<file path="src/rtl/cm_config_sequencer.sv">
// Loads host control-memory words into the PE array tiles over active-low
// per-tile enables, then drives start_exec for a programmed cycle count.
module cm_config_sequencer #(
  parameter int NUM_TILES     = 36,
  parameter int TILE_ID_BITS  = 6,
  parameter int CM_WIDTH      = 64,
  parameter int CM_DEPTH_BITS = 4,
  parameter int RUN_BITS      = 16
) (
  input  logic                     clk,
  input  logic                     reset,
  input  logic                     cfg_valid,
  output logic                     cfg_ready,
  input  logic [TILE_ID_BITS-1:0]  cfg_tile,
  input  logic [CM_DEPTH_BITS-1:0] cfg_addr,
  input  logic [CM_WIDTH-1:0]      cfg_data,
  input  logic                     cfg_last,
  input  logic [RUN_BITS-1:0]      run_cycles,
  input  logic                     abort,
  input  logic                     err_clr,
  output logic [NUM_TILES-1:0]     cm_en_n,
  output logic                     cm_wr_n,
  output logic [CM_DEPTH_BITS-1:0] cm_addr,
  output logic [CM_WIDTH-1:0]      cm_data,
  output logic                     start_exec,
  output logic                     busy,
  output logic                     done,
  output logic                     err
);

  typedef enum logic [2:0] {IDLE, LOAD, WRITE, RUN, DONE} state_t;

  // One extra bit so a tile count equal to 2**TILE_ID_BITS still compares correctly.
  localparam logic [TILE_ID_BITS:0]  TILE_LIMIT = NUM_TILES[TILE_ID_BITS:0];
  localparam logic [NUM_TILES-1:0]   TILE_ONE   = {{(NUM_TILES-1){1'b0}}, 1'b1};
  localparam logic [RUN_BITS-1:0]    RUN_ONE    = {{(RUN_BITS-1){1'b0}}, 1'b1};

  state_t              state;
  logic                last_q;
  logic [RUN_BITS-1:0] run_q;
  logic [RUN_BITS-1:0] run_cnt;
  logic                accept;
  logic                tile_ok;
  logic                err_set;

  assign cfg_ready = (state == IDLE) || (state == LOAD);
  assign accept    = cfg_valid && cfg_ready;
  assign tile_ok   = {1'b0, cfg_tile} < TILE_LIMIT;
  assign err_set   = accept && !tile_ok;

  // A dropped last word still passes through WRITE (with no strobe) so the
  // start/done timing matches that of a good last word.
  always_ff @(posedge clk) begin
    if (reset) begin
      state      <= IDLE;
      cm_en_n    <= '1;
      cm_wr_n    <= 1'b1;
      cm_addr    <= '0;
      cm_data    <= '0;
      start_exec <= 1'b0;
      busy       <= 1'b0;
      done       <= 1'b0;
      err        <= 1'b0;
      run_cnt    <= '0;
      run_q      <= '0;
      last_q     <= 1'b0;
    end else begin
      done    <= 1'b0;
      cm_en_n <= '1;
      cm_wr_n <= 1'b1;

      if (err_set)
        err <= 1'b1;
      else if (err_clr)
        err <= 1'b0;

      case (state)
        IDLE, LOAD: begin
          if (accept) begin
            last_q <= cfg_last;
            run_q  <= run_cycles;
            busy   <= 1'b1;
            if (tile_ok) begin
              cm_addr <= cfg_addr;
              cm_data <= cfg_data;
              cm_en_n <= ~(TILE_ONE << cfg_tile);
              cm_wr_n <= 1'b0;
              state   <= WRITE;
            end else if (cfg_last) begin
              state <= WRITE;
            end else begin
              state <= LOAD;
            end
          end
        end

        WRITE: begin
          if (!last_q) begin
            state <= LOAD;
          end else if (run_q != '0) begin
            state      <= RUN;
            start_exec <= 1'b1;
            run_cnt    <= run_q;
          end else begin
            state <= DONE;
            done  <= 1'b1;
          end
        end

        RUN: begin
          if (abort) begin
            state      <= IDLE;
            start_exec <= 1'b0;
            busy       <= 1'b0;
            run_cnt    <= '0;
          end else begin
            run_cnt <= run_cnt - RUN_ONE;
            if (run_cnt == RUN_ONE) begin
              state      <= DONE;
              start_exec <= 1'b0;
              done       <= 1'b1;
            end
          end
        end

        DONE: begin
          state <= IDLE;
          busy  <= 1'b0;
        end

        default: begin
          state      <= IDLE;
          busy       <= 1'b0;
          start_exec <= 1'b0;
        end
      endcase
    end
  end

endmodule

</file>
<file path="config.mk">
export PLATFORM = sky130hd
export DESIGN_NAME = cm_config_sequencer
export DESIGN_NICKNAME = d
export VERILOG_FILES = /design/src/rtl/cm_config_sequencer.sv
export SDC_FILE = /design/constraint.sdc
export NUM_CORES = 1
export LEC_CHECK = 0
export CAP_MARGIN = 20
export CORE_ASPECT_RATIO = 1.5
export CORE_MARGIN = 8
export CORE_UTILIZATION = 40
export CTS_CLUSTER_DIAMETER = 40
export DETAILED_ROUTE_END_ITERATION = 7
export GPL_TIMING_DRIVEN = 1
export HOLD_SLACK_MARGIN = 0.12
export PLACE_DENSITY_LB_ADDON = 0.25
export SYNTH_ARGS = -nofsm -noshare
export SYNTH_HDL_FRONTEND = slang
export SYNTH_SLANG_ARGS = --single-unit
</file>
<file path="constraint.sdc">
create_clock -name clk -period 2 [get_ports clk]
set_input_delay 0.4 -clock clk [delete_from_list [all_inputs] [get_ports clk]]
set_output_delay 0.4 -clock clk [all_outputs]
set_load 0.01 [all_outputs]
</file>
### Yosys cells after proc, flatten, opt, wreduce, memory -nomap -nowiden

Index checks and enable logic that the tools add are counted.

| operators by class | value |
|---|---|
| add/subtract/negate cells | 1 |
| magnitude comparators | 1 |
| equal/unequal tests | 10 |
| shifts and indexed selects | 1 |
| muxes and demuxes | 28 |
| bitwise logic cells | 6 |
| reductions and logical operators | 18 |

Operators by type and width:

| operator | number |
|---|---|
| $mux W16 | 3 |
| $not A36 Y36 | 1 |
| $shl A1 B6 Y36 const A | 1 |
| $pmux W16 S2 | 1 |
| $eq A16 B1 Y1 const B | 1 |
| $reduce_bool A16 Y1 | 1 |
| $sub A16 B1 Y16 const B | 1 |
| $mux W3 | 5 |
| $mux W1 | 13 |
| $pmux W3 S3 | 1 |
| $reduce_and A3 Y1 | 3 |
| $ne A2 B2 Y1 const B | 4 |
| $eq A3 B2 Y1 const B | 2 |
| $lt A6 B6 Y1 const B | 1 |
| $pmux W1 S3 | 2 |
| $reduce_or A3 Y1 | 2 |
| $not A1 Y1 | 5 |
| $mux W2 | 2 |
| $reduce_and A2 Y1 | 2 |
| $reduce_and A4 Y1 | 1 |
| $reduce_bool A2 Y1 | 2 |
| $reduce_or A4 Y1 | 1 |
| $eq A3 B1 Y1 const B | 1 |
| $eq A3 B3 Y1 const B | 1 |
| other kinds (7) | 8 |

| storage, ports and cells | value |
|---|---|
| flip-flop bits (word level) | 145 |
| input bits | 96 |
| output and inout port bits | 110 |
| word-level logic and storage cells | 77 |

### Depth between registers and ports, before layout

| logic depth | value |
|---|---|
| word-level depth | 5 |
| gate-level depth with buffers | 7 |
| depth with buffers taken out | 6 |

### Worst setup path after synthesis

OpenSTA, ideal clock, no wires.

| timing | value |
|---|---|
| kind | flip-flop to flip-flop |
| start | register run_cnt[7] |
| end | register start_exec |
| setup time | 0.131 ns |
| data arrival time | 1.776 ns |
| data required time | 1.869 ns |
| path slack | 0.093 ns |
| cell stages (with the launch flop) | 6 |
| path buffers | 1 |
| period minus slack after synthesis | 1.907 ns |
| path through | dfxtp_1 or4_1 buf_2 or4_4 a22oi_2 o32ai_1 |

| between the ends | value |
|---|---|
| cells in the longest elaborated chain, start to end | 3 |

Ends and longest elaborated chain:

| item | RTL line | RTL |
|---|---|---|
| from (decl) | 41 | `logic [RUN_BITS-1:0] run_cnt;` |
| from (signal assigned) | 103 | `run_cnt <= run_q;` |
| from (signal assigned) | 117 | `run_cnt <= run_cnt - RUN_ONE;` |
| $eq A16 B1 Y1 | 118 | `if (run_cnt == RUN_ONE) begin` |
| $ne A3 B3 Y1 (no source line) | -- |  |
| $reduce_and A4 Y1 (no source line) | -- |  |
| to (signal assigned) | 113 | `start_exec <= 1'b0;` |
| to (signal assigned) | 120 | `start_exec <= 1'b0;` |
| to (signal assigned) | 134 | `start_exec <= 1'b0;` |
| to (decl) | 25 | `output logic start_exec,` |

No other way between the ends.
A chain may end at the register's enable or synchronous reset.

### Worst setup path after layout

| timing | value |
|---|---|
| start | register run_cnt[0] |
| end | register run_cnt[10] |

| between the ends | value |
|---|---|
| cells in the longest elaborated chain, start to end | 3 |

Ends and longest elaborated chain:

| item | RTL line | RTL |
|---|---|---|
| $sub A16 B1 Y16 | 117 |  |
| $mux W16 | 111 | `if (abort) begin` |
| $pmux W16 S2 | 77 | `case (state)` |

No other way between the ends.

==> impl_metrics.tcl <==
set metrics [dict create \
    diodes 0 \
    power_switching_mw 1.90 \
    avgSynthCellArea_um2 8.15 \
    ant_nets 0 \
    num_vias 5623 \
    finalSetupViolations 0 \
    area_growth_pct 56.7 \
    drive_above_1_share_pct 11.0 \
    dieWidth_um 112 \
    cts_setup_buffers 0 \
    ir_drop_v 0.000653 \
    antenna_found_initial 0 \
    max_freq_ghz 0.513 \
    max_slew.worst_pin.slew_ns 0.642 \
    post-route-period-util_pct 97.5 \
    min_path_type "in2reg" \
    htreeDepth 4 \
    criticalPathCategory "reg2reg" \
    min_period_ns 1.95 \
    fin_skew_ns 0.0113 \
    synth_edf_count 0 \
    cp_slowest_cell "or3b_4" \
    path_delay_family "compound AO/OA/AOI/OAI gates" \
    clk_path_buf_depth 2 \
    leakagePower_nw 3.24 \
    clk_pin_slew_ns 0.06 \
    seq_power_share_pct 41.2 \
    yosysWarnings 0 \
    initial_core_util_pct 41.0 \
    cp_num_buf_inv 3 \
    fin_area_um2 8640 \
    die_area_um2 17900 \
    cts-root-buf "clkbuf_16" \
    async_flop_share_pct 0 \
    routabilityCongestion 0.898 \
    hold_viol 0 \
    final_max_slew_viol_count 0 \
    vias_per_cell 5.26 \
    cp_max_fo 7 \
    cts_tree "yes" \
    grt_max_degree 69 \
    cts.hold.buffers_added 0 \
    numCtsBuffers 17 \
    rows 52 \
    dp_hpwl_um 13900 \
    detail_route.iter0.violations 302 \
    ys.flop_type "dfxtp_1" \
    drv_cap 0 \
    worstRegToRegCells 8 \
    core-area_um2 13500 \
    placed_area_um2 7960 \
    synth_seq_cells 145 \
    track_usage_pct 20.8 \
    power.total_mw 7.53 \
    cpPeakStageDelay_ns 0.40 \
    syn_inst 677 \
    drcViolationCount 0 \
    synth_cell_types 53 \
    boundaryPins 206 \
    n_fill_cell 1114 \
    grt-ovfl-total 0 \
    whs_path_depth 2 \
    syn_nets 775 \
    fin_util_pct 64.2 \
    clock_sinks 145 \
    cp.required_ns 2.28 \
    yosysSeqAreaShare_pct 52.6 \
    drtPass1Iterations 5 \
    clkPwrFrac_pct 43.7 \
    grt_pass1_wl_um 29700 \
    outcome "completed" \
    cp.arrival_ns 2.23 \
    power_frac_comb_pct 15.1 \
    multiInputGateArea_um2 2470 \
    power_density_nw_per_um2 871 \
    register_area_um2 2910 \
    crit_chain "buf_4, inv_1, ha_2, or3b_4, buf_6, o31a_1, o21ai_2, a221oi_2" \
    synth_area_um2 5520 \
    nets 994 \
    clock_latency_ns 0.42 \
    start_kind "flip-flop" \
    cp.depth 8 \
    grt_pass1_vias 5734 \
    io_buffers 205 \
    cp-end-kind "flip-flop" \
    p_sw_share_pct 25.3 \
    dieHeight_um 160 \
    drt-total-wl_um 18800 \
    slew_headroom_pct 57.2 \
    wl_per_cell_um 17.6 \
    internal_power_mw 5.63 \
]
## area by class of cell
class                   count  share of cell area [%]
flip-flops and latches    145                    33.6
clock inverters            13                    2.06
well taps                 162                    2.35
repair buffers            251                    28.2
clock buffers              18                    5.08
inverters                   4                   0.174
multi-input cells         477                    28.5
## power by group through the flow
stage                     clock network [mW]  registers, mW  logic [mW]
after global placement                     0           3.15        1.07
final                                   3.29           3.10        1.13
after global routing                    3.49           3.11        1.23
after floorplan                            0           3.18       0.480
after detailed placement                   0           3.16        1.09
after CTS                               3.35           3.10        1.11
## state kept, by name (all words and copies together) (netlist names)
register,flops
cm_data,64
cm_en_n,36
run_cnt,16
run_q,16
cm_addr,4
state,3
busy,1
cm_wr_n,1
done,1
err,1
last_q,1
start_exec,1
## worst register-to-register path, delay by kind of cell, from the launching register on
family | cells | cell delay [ns]
buffers and inverters | 3 | 0.38
AOI/OAI and AO/OA | 3 | 0.52
DFF | 1 | 0.33
and+or+nand+nor | 1 | 0.40
adders and majority gates | 1 | 0.19
## what timing repair did
action | CTS | global route
cloned | 0 | 0
pin swaps | 1 | 3
setup endpoints to repair | 3 | 9
resized for setup | 4 | 12
## kinds of logic after synthesis
group / after synthesis / share of synthesized area (%)
DFF: 145 / 52.6
muxes: 5 / 0.907
xor gates and xnor gates: 2 / 0.318
adders and majority gates: 2 / 0.454
buffers and inverters: 55 / 3.83
AOI/OAI and AO/OA: 145 / 15.4
and+or+nand+nor: 323 / 26.4
## per-layer routing
| metal | share of wire, % | routed length [um] | track usage [%] | vias to the layer above |
|---|---|---|---|---|
| met2 | 53 | 10000 | 38.1 | 218 |
| met5 | 0 | 0 | 0 | - |
| met4 | 2.7 | 514 | 8.87 | 0 |
| met3 | 9.4 | 1780 | 8.49 | 31 |
| li1 | - | - | - | 2735 |
| met1 | 35 | 6520 | 20.0 | 2639 |
## synthesized netlist by cell type (5+ instances only)
| library cell | count | share of area [%] |
|---|---|---|
| a21oi_1 | 91 | 8.3 |
| a221oi_1 | 6 | 0.95 |
| and2_1 | 7 | 0.79 |
| clkbuf_1 | 43 | 2.9 |
| dfxtp_1 | 145 | 53 |
| mux2i_1 | 5 | 0.91 |
| nand2_1 | 207 | 14 |
| nand2b_1 | 5 | 0.57 |
| nand3_1 | 11 | 1.0 |
| nor2_1 | 32 | 2.2 |
| nor3_1 | 9 | 0.82 |
| nor4_1 | 16 | 1.8 |
| o211ai_1 | 5 | 0.68 |
| o21ai_1 | 7 | 0.64 |
| o31ai_1 | 9 | 1.2 |
| or3_1 | 7 | 0.79 |
## path summary, 6_finish.rpt
kind | from | to | slack (ns)
min reg2reg | cm_data[59]$_SDFFE_PP0P_ | cm_data[59]$_SDFFE_PP0P_ | 0.45
max | run_cnt[0]$_SDFFE_PP0P_ | run_cnt[10]$_SDFFE_PP0P_ | 0.05
max reg2reg | run_cnt[0]$_SDFFE_PP0P_ | run_cnt[10]$_SDFFE_PP0P_ | 0.05
min | reset | last_q$_SDFFE_PP0P_ | 0.38
## cell usage in the layout, fill, tap and decap left out, types with 5 or more instances in the layout
cell / instances
o21ai_1: 5
buf_4: 43
clkbuf_16: 17
nand3_1: 11
nor4_1: 15
nor3_1: 8
clkdlybuf4s50_1: 204
or3_1: 7
and2_1: 6
dfxtp_1: 143
o31ai_1: 9
nand2b_1: 5
o211ai_1: 5
nor2_1: 31
mux2i_1: 5
nand2_1: 206
a21oi_1: 91
## through the flow
stage	hold WS (ns)	setup slack, ns	instances	setup TNS (ns)
final	0.380	0.0492	1070	0
after global routing	0.382	-0.0310	1070	-0.0310
after CTS	0.375	0.0209	1070	0
after detailed placement	0.447	-0.0335	1039	-0.0867
after global placement	0.441	-0.0413	1039	-0.0445
after floorplan	0.449	0.0925	677	0
Power figures use the tool's default switching activity.
